$ cat config.mk
export PLATFORM = sky130hd
export DESIGN_NAME = instr_fetch
export DESIGN_NICKNAME = d
export VERILOG_FILES = /design/src/rtl/instr_fetch.sv
export SDC_FILE = /design/constraint.sdc
export NUM_CORES = 1
export LEC_CHECK = 0
export BUFFER_PORTS_ARGS = -buffer_cell sky130_fd_sc_hd__buf_2
export CORE_MARGIN = 2
export CORE_UTILIZATION = 60
export DETAILED_ROUTE_END_ITERATION = 16
export GPL_TIMING_DRIVEN = 1
export PLACE_DENSITY = 0.86
export SLEW_MARGIN = 30
export SYNTH_ARGS = -nofsm -noshare
export SYNTH_HDL_FRONTEND = slang
export SYNTH_SLANG_ARGS = --single-unit
$ cat constraint.sdc
create_clock -name clk -period 6.8 [get_ports clk]
set_input_delay 2.04 -clock clk [delete_from_list [all_inputs] [get_ports clk]]
set_output_delay 2.04 -clock clk [all_outputs]
set_load 0.01 [all_outputs]
$ cat src/rtl/instr_fetch.sv
// instr_fetch: owns the PC, issues imem word reads under a credit limit and buffers responses for decode.
// Build option FETCH_ALIGN_CHECK_EN: a misaligned redirect raises a sticky fetch_fault and halts fetch.
module instr_fetch #(
    parameter logic [31:0] RESET_PC   = 32'h0000_0000,
    parameter int          FIFO_DEPTH = 2
) (
    input  logic        clk,
    input  logic        rst_n,
    output logic        imem_req,
    output logic [31:0] imem_addr,
    input  logic        imem_gnt,
    input  logic        imem_rvalid,
    input  logic [31:0] imem_rdata,
    input  logic        br_taken,
    input  logic [31:0] br_target,
    output logic        instr_valid,
    output logic [31:0] instr,
    output logic [31:0] instr_pc,
    output logic [31:0] instr_pc8,
    input  logic        instr_ready,
    output logic        fetch_fault
);

    // state | meaning
    // IDLE  | first cycle after reset release, no requests yet
    // RUN   | fetching, request gated by outstanding + buffered credit
    // HALT  | misaligned redirect seen, fetch stopped until reset
    localparam logic [1:0] S_IDLE = 2'd0;
    localparam logic [1:0] S_RUN  = 2'd1;
    localparam logic [1:0] S_HALT = 2'd2;

    localparam int AW  = $clog2(FIFO_DEPTH);
    localparam int CW  = AW + 1;
    localparam int CW1 = CW + 1;
    localparam logic [CW:0] DEPTH_C = CW1'(FIFO_DEPTH);

    logic [1:0]    state_q, state_d;
    logic [31:0]   pc_q, pc_d;
    logic [31:0]   resp_pc_q, resp_pc_d;
    logic [CW-1:0] inflight_q, inflight_d;
    logic [CW-1:0] drop_q, drop_d;
    logic [CW-1:0] count_q, count_d;
    logic [AW-1:0] rd_ptr_q, rd_ptr_d;
    logic [AW-1:0] wr_ptr_q, wr_ptr_d;
    logic [31:0]   fifo_instr_q [FIFO_DEPTH];
    logic [31:0]   fifo_pc_q    [FIFO_DEPTH];

    logic [CW:0]   credit_used;
    logic [31:0]   target_aligned;
    logic          grant;
    logic          push;
    logic          pop;
    logic          align_err;

    assign target_aligned = br_target & 32'hFFFF_FFFC;
    assign credit_used    = {1'b0, inflight_q} + {1'b0, count_q};

    assign imem_req  = (state_q == S_RUN) && (credit_used < DEPTH_C);
    assign imem_addr = pc_q;
    assign grant     = imem_req && imem_gnt;

    // A redirect flushes the buffer, so any push or pop in that cycle is cancelled.
    assign instr_valid = (count_q != '0);
    assign pop         = instr_valid && instr_ready && !br_taken;
    assign push        = imem_rvalid && (drop_q == '0) && !br_taken;

`ifdef FETCH_ALIGN_CHECK_EN
    assign align_err = br_taken && (br_target[1:0] != 2'b00);
`else
    assign align_err = 1'b0;
`endif

    always_comb begin
        state_d = state_q;
        case (state_q)
            S_IDLE:  state_d = S_RUN;
            S_RUN:   state_d = S_RUN;
            S_HALT:  state_d = S_HALT;
            default: state_d = S_IDLE;
        endcase
        if (align_err) begin
            state_d = S_HALT;
        end
    end

    always_comb begin
        inflight_d = inflight_q + CW'(grant) - CW'(imem_rvalid);
        pc_d       = grant ? pc_q + 32'd4 : pc_q;
        resp_pc_d  = push ? resp_pc_q + 32'd4 : resp_pc_q;
        drop_d     = (imem_rvalid && (drop_q != '0)) ? drop_q - CW'(1) : drop_q;
        count_d    = count_q + CW'(push) - CW'(pop);
        wr_ptr_d   = wr_ptr_q + AW'(push);
        rd_ptr_d   = rd_ptr_q + AW'(pop);
        // Everything still outstanding after this cycle, including a same-cycle grant, is stale.
        if (br_taken) begin
            pc_d      = target_aligned;
            resp_pc_d = target_aligned;
            drop_d    = inflight_d;
            count_d   = '0;
            wr_ptr_d  = '0;
            rd_ptr_d  = '0;
        end
    end

    always_ff @(posedge clk or negedge rst_n) begin
        if (!rst_n) begin
            state_q    <= S_IDLE;
            pc_q       <= RESET_PC;
            resp_pc_q  <= RESET_PC;
            inflight_q <= '0;
            drop_q     <= '0;
            count_q    <= '0;
            rd_ptr_q   <= '0;
            wr_ptr_q   <= '0;
        end else begin
            state_q    <= state_d;
            pc_q       <= pc_d;
            resp_pc_q  <= resp_pc_d;
            inflight_q <= inflight_d;
            drop_q     <= drop_d;
            count_q    <= count_d;
            rd_ptr_q   <= rd_ptr_d;
            wr_ptr_q   <= wr_ptr_d;
        end
    end

    always_ff @(posedge clk or negedge rst_n) begin
        if (!rst_n) begin
            for (int i = 0; i < FIFO_DEPTH; i++) begin
                fifo_instr_q[i] <= '0;
                fifo_pc_q[i]    <= '0;
            end
        end else if (push) begin
            fifo_instr_q[wr_ptr_q] <= imem_rdata;
            fifo_pc_q[wr_ptr_q]    <= resp_pc_q;
        end
    end

    assign instr     = fifo_instr_q[rd_ptr_q];
    assign instr_pc  = fifo_pc_q[rd_ptr_q];
    assign instr_pc8 = instr_pc + 32'd8;

`ifdef FETCH_ALIGN_CHECK_EN
    logic fault_q;

    always_ff @(posedge clk or negedge rst_n) begin
        if (!rst_n) begin
            fault_q <= 1'b0;
        end else if (align_err) begin
            fault_q <= 1'b1;
        end
    end

    assign fetch_fault = fault_q;
`else
    assign fetch_fault = 1'b0;
`endif

endmodule
* After elaboration in Yosys (flattened, before gate mapping)
Cells that the tools add are included.
W data, S select, Z words.
** Storage, ports and cells
- Memories :: 0
- Input port bits :: 70
- Word-level logic and storage cells :: 68
- Bits in read-only memories :: 0
- RAM bits :: 0
- Flip-flop bits (word level) :: 202
- Output and inout port bits :: 131
- Bits in latches :: 0
** Operators by class
- Equality and inequality tests :: 2
- Add/sub/neg operators :: 11
- Magnitude comparators :: 4
- Div/mod/pow operators :: 0
- Muxes and demuxes :: 20
- Reduce and logical (&&, ||, !) cells :: 17
- Shift-type cells :: 0
- Bitwise operators :: 2
- $mul :: 0
** Operators with widths (count)
- $mux W32 :: 11
- $bwmux W64 :: 2
- $add A32 B3 Y32 const B :: 2
- $add A32 B4 Y32 const B :: 1
- $demux W32 S1 :: 1
- $reduce_bool A2 Y1 :: 5
- $logic_and A1 B1 Y1 :: 8
- $mux W2 :: 3
- $add A2 B1 Y2 :: 2
- $ge A2 B2 Y1 const B :: 2
- $logic_not A2 Y1 :: 2
- $not A1 Y2 :: 2
- $pmux W2 S2 :: 1
- $sub A2 B1 Y2 :: 2
- $add A2 B2 Y3 :: 1
- $lt A3 B2 Y1 const B :: 1
- $add A1 B1 Y1 :: 2
- $eq A2 B1 Y1 const B :: 1
- $eq A2 B2 Y1 const B :: 1
- $lt A2 B1 Y1 const B :: 1
- $mux W1 :: 2
- $reduce_or A2 Y1 :: 1
- $sub A2 B1 Y2 const B :: 1
- $logic_not A1 Y1 :: 1

* Longest topological paths before layout
Gate-level depths: netlist of the first run.
- Depth in word-level cells :: 7
- Mapped depth :: 14
- Depth with buffers taken out :: 12

* Worst setup path after synthesis of the first run
Ideal clock, no wire load.
- Kind :: register -> output
- Start :: register rd_ptr_q
- End :: output instr_pc8[31]
- Slack :: 1.619 ns
- Stages on the path, launching flop included :: 15
- Arrival time :: 3.141 ns
- Data required time :: 4.760 ns
- Cell sequence :: dfrtp_1 -> buf_2 -> buf_2 -> buf_2 -> buf_2 -> buf_2 -> mux2i_1 -> inv_1 -> ha_1 -> nand4b_1 -> a22oi_1 -> and3_1 -> clkbuf_1 -> nor3b_1 -> xor2_1
** Between the ends
- Longest elaborated chain between the ends :: 5
** Ends and longest elaborated chain
- start: declaration :: line 43 : logic [AW-1:0] rd_ptr_q, rd_ptr_d;
- start signal: assignment :: line 122 : rd_ptr_q <= rd_ptr_d;
- $not A1 Y2 (implied by the code) :: line 140 : assign instr_pc = fifo_pc_q[rd_ptr_q];
- $mux W32 (implied by the code) (3 in a row) :: line 140
- via instr_pc[3] :: line 18 : output logic [31:0] instr_pc,
- $add A32 B4 Y32 :: line 141 : assign instr_pc8 = instr_pc + 32'd8;
- end: declaration :: line 19 : output logic [31:0] instr_pc8,
The timed path passes the listed nets, and every way through them passes these cells. The select of a mux whose other input is x is not followed.

* Worst setup path after layout of the first run
- Start :: register rd_ptr_q
- End :: output instr_pc8[31]
** Between the ends
- Longest elaborated chain between the ends :: 5
** Ends and longest elaborated chain (line)
- $not A1 Y2 (implied by the code) :: 140
- $mux W32 (implied by the code) (3 in a row) :: 140
- $add A32 B4 Y32 :: 141
Every way passes these cells. The select of a mux whose other input is x is not followed.

==> run metrics, run 1 <==
post-CTS sizing=0; Avg Cell Area, Syn=11.82 um2; Antenna Violating Nets Remaining=0; P&R area growth vs syn=16.79%; Max Cap Viol=0; CTS tree=done; Reg area=4858 um2; die area=17750 um2; main combinational cell family by area after synthesis=multiplexers; post-synthesis sequential area ratio=48.44%; met3 Use GR=under 10%; H-Tree Depth=4; Most used DFF post-synth=dfrtp_1; ant diodes=0; met1 Use GR=a little over a third; compound-cell area share of the yosys netlist=3.458%; status=finished, final reports clean; RSZ-0062 raised after global routing=no; number of global-route vias before repair=7137; clock latency on the worst-skew pair=0.44 ns; initial DRC count=~380; skew final=0.009147 ns; Placer Congestion=0.8492; Starting Density=60.87%; WL final=22540 um; proportion of layout cells with a drive suffix above 1=43.52%; critical path class=flop to output pin; CTS sink cnt=a little under 200; hold_ws=0.4226 ns; DIE WIDTH=133.2 um; vias=about 7200; Final Hold Viols=0; yosys warns=0; Post-Synth Simple-Gate Area=11.22%; multi-input logic area=4840 um2; final cell count without fillers=1254; Final Setup Violations=0; Clock Pin Slew Worst Setup and Hold Paths=0.07 ns; Placed Cells incl. Taps=1222; Overall Power=around 0.0046 W; worst slew pin tran=0.9156 ns; Synth Area in Adders=1.448%; most frequent cells in the layout=mux2_2, dfrtp_1, buf_2; Avg WL per Cell=17.98 um; Final nets=1102; final setup TNS=0 ns; I/O Pins=201; row count=47; DRT Pass-1 Iters=5; XOR/XNOR Fraction of Synth Area=6.904%; cell taking the most area after synthesis=dfrtp_1; initial antenna violation count=0; Setup Buffers After CTS=0; grt peak-use layer=met2; Post-Place Worst Slack=between 1.5 and 2 ns; CP Capture Type=output pin; Mapped Area=10020 um2; register bit total from synthesis=around 190; Port Buffers=191; largest net degree at the start of global routing=roughly 110; final worst path period need=5.442 ns; CTS Buf Count=17; Max clock buf depth=2; leak pwr=about 5.3 nW; EDFF count, synth=0; CP startpoint kind=flop; ys async rst share=100.0%; Synth top area share=around 48%; Area contributors post-synth=dfrtp_1, mux2_2, xnor2_1; met2 usage=a little over two fifths; maximum VDD drop=approximately 0.22 mV; Via density=5.742; Req. time, crit path=approximately 4.8 ns; HPWL after detailed placement=15950 um; first-pass GRT wire length=36570 um; Crit Path Max Fanout=65; cell count after synthesis=848; most common cell after layout, fill and taps aside=mux2_2; Die H=133.2 um; fillers=1142; worst hold path class=flop to flop; Synth cell types=52; cts hold-fix bufs=0; Post-route DRC=0; Final period util=80.03%; multiplexer share of the synthesized area=24.84%; total track usage=between 20 and 30%; core box area=16470 um2; Worst Path Arrival=3.40 ns; Max Fclk=approximately 0.18 GHz; Slew headroom=38.96%; total grt overflow=0; cell area power density=slightly below 400 nW/um2; Slew Viols, Final=0; final worst slack=1.358 ns; root buf cell=clkbuf_16
-- flip-flops by register name (all words and copies together) (netlist names), 2 cells and up --
name / count
inflight_q: 2
resp_pc_q: 30
imem_addr: 30
fifo_instr_q: 64
drop_q: 2
fifo_pc_q: 60
state_q: 2
count_q: 2
-- cell families (layout without fill, tap and decap cells) --
group / count (synthesis) / after routing
multiplexers: 223 / 223
AND/OR/NAND/NOR: 205 / 205
flip-flops: 194 / 194
buffers and inverters: 84 / 264
XOR/XNOR: 79 / 79
AO/OA/AOI/OAI: 51 / 51
adder cells (fa/ha/maj): 11 / 11
other: 1 / 7
-- Yosys cell counts, drive strengths merged, types with 3 or more instances --
library cell  number
ha                10
a22oi              4
nand4             19
nand4b             9
nand2b             6
a21boi             5
nor4              17
and4               6
mux2             206
mux2i             17
or4                3
xor2              28
and2               3
o21ai              7
buf               25
xnor2             51
nor2              29
o31a               7
clkbuf            24
dfrtp            194
and3              10
nand3             29
a31oi              3
nand2             47
nor3              15
a21oi             15
inv               34
-- metal layers --
| layer | vias to the layer above | wire, um |
|---|---|---|
| li1 | 3368 | - |
| met1 | 3584 | 10130 |
| met2 | 221 | 10810 |
| met3 | 28 | 1236 |
| met4 | 0 | 368 |
| met5 | - | 0 |
-- worst max-delay path, cell delays in order (launching register included) --
cell and delay, ns:
dfrtp_4 0.94, mux2i_1 0.21, inv_1 0.11, ha_1 0.23
nand4_1 0.13, a22oi_1 0.35, and3_1 0.34, nor3b_1 0.32
xor2_1 0.16, buf_2 0.14
-- final cells by class --
type	count	share of cell area, %
Clock buffer	18	3.752
Clock inverter	14	1.251
Inverter	35	1.165
Multi-Input combinational cell	576	41.35
Sequential cell	194	41.51
Tap cell	220	2.352
Timing Repair Buffer	197	8.626
-- worst paths after layout --
path	startpoint	end	slack, ns	cells past startpoint
max	rd_ptr_q$_DFF_PN0_	instr_pc8[31]	1.36	9
min	state_q[0]$_DFF_PN0_	state_q[1]$_DFF_PN0_	0.42	1
max reg2reg	count_q[0]$_DFF_PN0_	imem_addr[30]$_DFFE_PN0P_	3.51	7
min reg2reg	state_q[0]$_DFF_PN0_	state_q[1]$_DFF_PN0_	0.42	1
max in group asynchronous	rst_n	rd_ptr_q$_DFF_PN0_	3.96	2
min in group asynchronous	rst_n	imem_addr[18]$_DFFE_PN0P_	1.73	1
-- report_power, final --
part	internal, W	total, W	switching, W
clock network	0.000527	0.000985	0.000458
logic	0.000925	0.00178	0.000857
registers	0.00153	0.00186	0.000328
-- metrics by stage --
stage	instance area [um2]	utilization (%)
global route	11710	71.09
CTS	11700	71.03
finish	11710	71.09
floorplan	10040	-
global placement	11110	67.47
detailed placement	11110	67.47
No activity file was read; power rests on OpenSTA's default activity.
==> run 2: changes to the inputs <==
CORE_UTILIZATION = 56   (was 60)
PLACE_DENSITY = 0.81   (was 0.86)
clock period = 5.2 ns   (was 6.8 ns; I/O delays follow)
==> run 2 against run 1 <==
Net effect: cell count grew 0.72%; final area grew 0.33%; non-clock buffer count grew 4; setup slack lost 1.1 ns; largest power group unchanged; combinational power grew 33%; via count grew 0.51%; core utilization shrank 3.7 points.
==> run metrics, run 2 (synthesis results as in run 1) <==
status=finished, final reports clean; critical path class=flop to output pin; P&R area growth vs syn=17.18%; worst hold path class=flop to flop; Max clock buf depth=2; Port Buffers=191; Crit Path Max Fanout=50; fillers=between 1000 and 1500; cell area power density=515.4 nW/um2; sum of buffers and inverters on the critical path=2; die area=18980 um2; ant diodes=0; WL final=23130 um; hold_ws=0.4272 ns; Core Util, Final=67.43%; H-Tree Depth=4; final setup TNS=0 ns; Starting Density=57.54%; multi-input logic area=4830 um2; Worst Path Arrival=3.34 ns; met2 usage=between 40% and 50%; total track usage=24.95%; Clock Pin Slew Worst Setup and Hold Paths=0.07 ns; grt peak-use layer=met2; Crit path largest cell delay=0.82 ns; initial DRC count=535; core box area=17420 um2; max reg flops=64; Post-route DRC=0; Placer Congestion=slightly below 0.9; skew final=roughly 0.0098 ns; DRT Pass-1 Iters=4; Max Fclk=0.2040 GHz; met3 Use GR=3.679%; slowest CP cell=dfrtp_4; number of global-route vias before repair=6963; Final nets=1106; largest net degree at the start of global routing=119; most common cell after layout, fill and taps aside=mux2_2; Final Hold Viols=0; final worst path period need=4.901 ns; Die H=about 140 um; I/O Pins=201; CTS sink cnt=194; Slew Viols, Final=0; Reg with most FFs=fifo_instr_q; maximum VDD drop=around 0.31 mV; worst slew pin tran=~0.9 ns; Slew headroom=39.23%; proportion of layout cells with a drive suffix above 1=43.74%; delay-heaviest family, CP=flip-flops; row count=48; Antenna Violating Nets Remaining=0; cts hold-fix bufs=0; CTS Buf Count=17; leak pwr=5.309 nW; Max Cap Viol=0; Setup Buffers After CTS=0; DIE WIDTH=137.8 um; vias=just over 7000; Largest regs=fifo_instr_q: 64 flops, fifo_pc_q: 60 flops; most frequent cells in the layout=mux2_2, dfrtp_1, buf_2; clock latency on the worst-skew pair=between 0.4 and 0.5 ns; total grt overflow=0; met1 Use GR=33.58%; CP Cell Sequence=mux2i_1 > inv_1 > ha_1 > nand4_1 > a22oi_1 > and3_1 > nor3b_1 > xor2_1 > buf_2; Req. time, crit path=3.64 ns; Reg area=4858 um2; initial antenna violation count=0; RSZ-0062 raised after global routing=no; root buf cell=clkbuf_16; first-pass GRT wire length=36430 um; CP Capture Type=output pin; post-CTS sizing=0; Final period util=between 90% and 100%; CP startpoint kind=flop; Final Setup Violations=0; Avg WL per Cell=18.31 um; Via density=5.731; HPWL after detailed placement=16460 um; CTS tree=done
-- run 2: cell types whose count changed in the layout (fill, tap and decap cells not counted), sizes merged --
cell / previous run / this run
buf: 196 / 201
clkinvlp: 1 / 0
clkinv: 8 / 7
inv: 39 / 43
clkbuf: 19 / 17
bufinv: 1 / 0
-- run 2: per-stage QoR --
stage / cells / setup slack, ns / area (um2) / total power, W
after floorplan: 854 / 0.4990 / 10040 / 0.003911
after global placement: 1230 / 0.8023 / 11150 / 0.004718
after detailed placement: 1230 / 0.7765 / 11150 / 0.004802
after CTS: 1262 / 0.2711 / 11720 / 0.006084
after global routing: 1263 / 0.02627 / 11740 / 0.006414
final: 1263 / 0.2986 / 11740 / 0.006053
-- run 2: per-layer routing --
metal  up-vias  part of all wire [%]  wire [um]
li1       3355                     -          -
met1      3629                    43       9859
met2       222                    51      11780
met3        32                   4.5       1043
met4         0                   1.9        445
met5         -                     0          0
-- run 2: where the power goes --
part	leakage, nW	internal (W)	switching (W)
Combinational	2.66	0.00122	0.00116
Clock	0.280	0.000635	0.000633
Sequential	2.37	0.00200	0.000405
-- run 2: final cells by class --
cell class / count / share of cell area [%]
clock inverters: 15 / 1.183
flip-flops and latches: 194 / 41.37
inverters: 35 / 1.161
repair buffers: 201 / 9.141
clock buffers: 17 / 3.622
well taps: 225 / 2.397
multi-input cells: 576 / 41.12
-- run 2: worst reg2reg max path: stages, from the launching register on --
cell and delay [ns]:
dfrtp_1 0.40, and2_1 0.16, fa_1 0.44, or4b_4 0.57, nor4_1 0.80, and4bb_2 0.49
mux2_2 0.36, a221oi_1 0.21
-- run 2: final timing paths --
check | start | end | slack (ns) | cells after the start
max in group asynchronous | rst_n | fifo_instr_q[8]$_DFFE_PN0P_ | 3.13 | 3
min in group asynchronous | rst_n | imem_addr[27]$_DFFE_PN0P_ | 0.98 | 1
hold reg to reg | state_q[0]$_DFF_PN0_ | state_q[1]$_DFF_PN0_ | 0.43 | 1
hold / removal | state_q[0]$_DFF_PN0_ | state_q[1]$_DFF_PN0_ | 0.43 | 1
setup reg to reg | count_q[0]$_DFF_PN0_ | imem_addr[30]$_DFFE_PN0P_ | 1.67 | 7
setup / recovery | rd_ptr_q$_DFF_PN0_ | instr_pc8[31] | 0.30 | 9
==> run 3: changes to the inputs <==
CELL_PAD_IN_SITES_DETAIL_PLACEMENT = 1   (was unset)
CELL_PAD_IN_SITES_GLOBAL_PLACEMENT = 2   (was unset)
CORE_UTILIZATION = 36   (was 56)
GPL_TIMING_DRIVEN = 0   (was 1)
MAX_ROUTING_LAYER = met4   (was unset)
PLACE_DENSITY = unset   (was 0.81)
PLACE_DENSITY_LB_ADDON = 0.1   (was unset)
==> run 3 against run 2 <==
Net effect: register-to-register slack got worse by 0.19 ns; via count increased by 0.17%; clock power grew 9%; critical endpoint unchanged; count of clock-buffer cells in the layout unchanged; highest routed layer unchanged; final area up 3.8%; non-clock buffer count rose by 40; first-iteration DRC count is 51% lower; cell count is 15% higher; routed wire length up 18%; core utilization fell by 23 points; die area rose by 54%; global-route usage decreased by 5.1 points.
==> run metrics, run 3 (synthesis results as in run 1) <==
r2r setup slk=1.48 ns; CTS tree=done; Starting Density=36.27%; leak pwr=5.421 nW; Hold Path Origin=state_q[0]$_DFF_PN0_; Top Metal Used=met4; row count=between 60 and 70; DIE WIDTH=between 150 and 200 um; CP startpoint kind=flop; Design Area, Final=12200 um2; worst slew pin tran=0.9115 ns; Sequential Power Share=38.4%; Final period util=95.11%; hold depth=1; Post-Place Worst Slack=-0.6670 ns; Setup crit start=rd_ptr_q$_DFF_PN0_; Worst Path Arrival=between 3 and 4 ns; final cell count without fillers=1456; vias=7250; Post-route DRC=0; Post-Route M1 WL=13680 um; first-pass GRT wire length=43090 um; maximum VDD drop=between 0.15 and 0.2 mV; CTS Buf Count=17; met2 wire len=12530 um; Placer Congestion=0.7737; proportion of layout cells with a drive suffix above 1=42.76%; worst r2r dst=imem_addr[30]$_DFFE_PN0P_; Port Buffers=190; Via density=4.979; worst hold path class=flop to flop; status=finished, final reports clean; skew final=approximately 0.016 ns; Clk pwr share=~22%; most common cell after layout, fill and taps aside=mux2_2; Final Hold Viols=0; P&R area growth vs syn=21.68%; CP Capture Type=output pin; Placed Cells incl. Taps=1424; Crit Path Max Fanout=19; root buf cell=clkbuf_16; Avg WL per Cell=18.82 um; total grt overflow=0; Clock Pin Slew Worst Setup and Hold Paths=0.09 ns; die area=~30000 um2; RSZ-0062 raised after global routing=no; final worst path period need=4.946 ns; I/O Pins=about 200; Max Fclk=~0.20 GHz; HPWL after detailed placement=20730 um; Largest regs=fifo_instr_q: 64 flops, fifo_pc_q: 60 flops; final worst slack=0.2542 ns; largest net degree at the start of global routing=74; Net Sw Power=0.002298 W; Final Setup Violations=0; critical path class=flop to output pin; placed cell area=11530 um2; switching fraction of total power=37.05%; Max Cap Viol=0; Final nets=~1100; final setup TNS=0 ns; cell area power density=around 510 nW/um2; Max clock buf depth=2; Slew headroom=38.67%; WL final=between 20000 and 30000 um; Req. time, crit path=~3.6 ns; Hold EP=state_q[1]$_DFF_PN0_; cell internal pwr=between 0.003 and 0.004 W; Register-to-Register Path Depth=8; number of global-route vias before repair=7514; initial DRC count=260; total track usage=19.88%; Overall Power=between 0.006 and 0.007 W; initial antenna violation count=0; WL met3=approximately 1000 um; max reg flops=64; H-Tree Depth=4; most frequent cells in the layout=mux2_2, dfrtp_1, buf_2; Die H=170.9 um; CTS sink cnt=194; clock latency on the worst-skew pair=~0.44 ns; core box area=27630 um2; RR Startpoint=inflight_q[0]$_DFF_PN0_; Slew Viols, Final=0; ant diodes=0; Combinational Power Share=39.4%; DRT Pass-1 Iters=5; Reg with most FFs=fifo_instr_q; Antenna Violating Nets Remaining=0
==> run 3: cell count changes in the layout (fill, tap and decap cells not counted), moves of 4 or more <==
cell	delta
clkinv_4	-6
buf_4	+4
clkbuf_1	+23
buf_1	+10
clkinv_8	+5
inv_6	-4
==> run 3: area by class of cell <==
type,count,area [um2]
clock inverters,15,200.2
repair buffers,194,1031
well taps,378,473.0
fillers,3068,15430
flip-flops and latches,194,4856
clock buffers,17,425.4
plain buffers,47,237.7
inverters,35,136.4
multi-input cells,576,4836
==> run 3: timing repair <==
| action | 4_1_cts | 5_1_grt |
|---|---|---|
| hold buffers | 0 | 0 |
| gates resized for setup | 10 | 1 |
| buffers inserted | 2 | 0 |
| pin swaps | 1 | 0 |
| setup endpoints to repair | 14 | 4 |
==> run 3: worst max-delay path by stage <==
stage / slack, ns / endpoint / cells past startpoint
finish: 0.25 / instr_pc8[31] / 13
global placement: -0.94 / fifo_instr_q[38]$_DFFE_PN0P_ / 1
detailed placement: -0.67 / instr_pc8[31] / 15
global route: 0.0007 / instr_pc8[31] / 13
floorplan: 0.50 / instr_pc8[31] / 14
CTS: 0.002 / instr_pc8[31] / 13
==> run 3: metrics by stage <==
stage | util (%) | hold slack, ns
4_1_cts | 44.15 | 0.4364
3_5_place_dp | 41.74 | 0.4239
2_1_floorplan | - | 0.3935
3_3_place_gp | 41.51 | 0.4032
6_report | 44.14 | 0.4377
5_1_grt | 44.14 | 0.4637
==> run 3: power groups by stage <==
| stage | logic [W] | registers, W | clock network, W |
|---|---|---|---|
| finish | 0.00244 | 0.00238 | 0.00138 |
| detailed placement | 0.00246 | 0.00242 | 0 |
| CTS | 0.00249 | 0.00239 | 0.00142 |
| global route | 0.00270 | 0.00247 | 0.00149 |
| floorplan | 0.00162 | 0.00229 | 0 |
| global placement | 0.00243 | 0.00240 | 0 |
==> run 3: critical path, cell delays in order, from the launching register on <==
cell     delay, ns
dfrtp_2       0.37
buf_4         0.19
buf_4         0.29
buf_6         0.21
buf_6         0.19
mux2i_1       0.12
inv_1         0.08
ha_1          0.24
nand4_1       0.18
a22oi_2       0.28
and3_2        0.29
nor3b_2       0.20
xor2_1        0.16
buf_2         0.16
==> run 3: per-layer routing <==
metal / up-vias / GRT usage, %
li1: 3425 / -
met1: 3674 / 28.21
met2: 142 / 30.63
met3: 9 / 2.892
met4: 0 / 3.648
met5: - / -
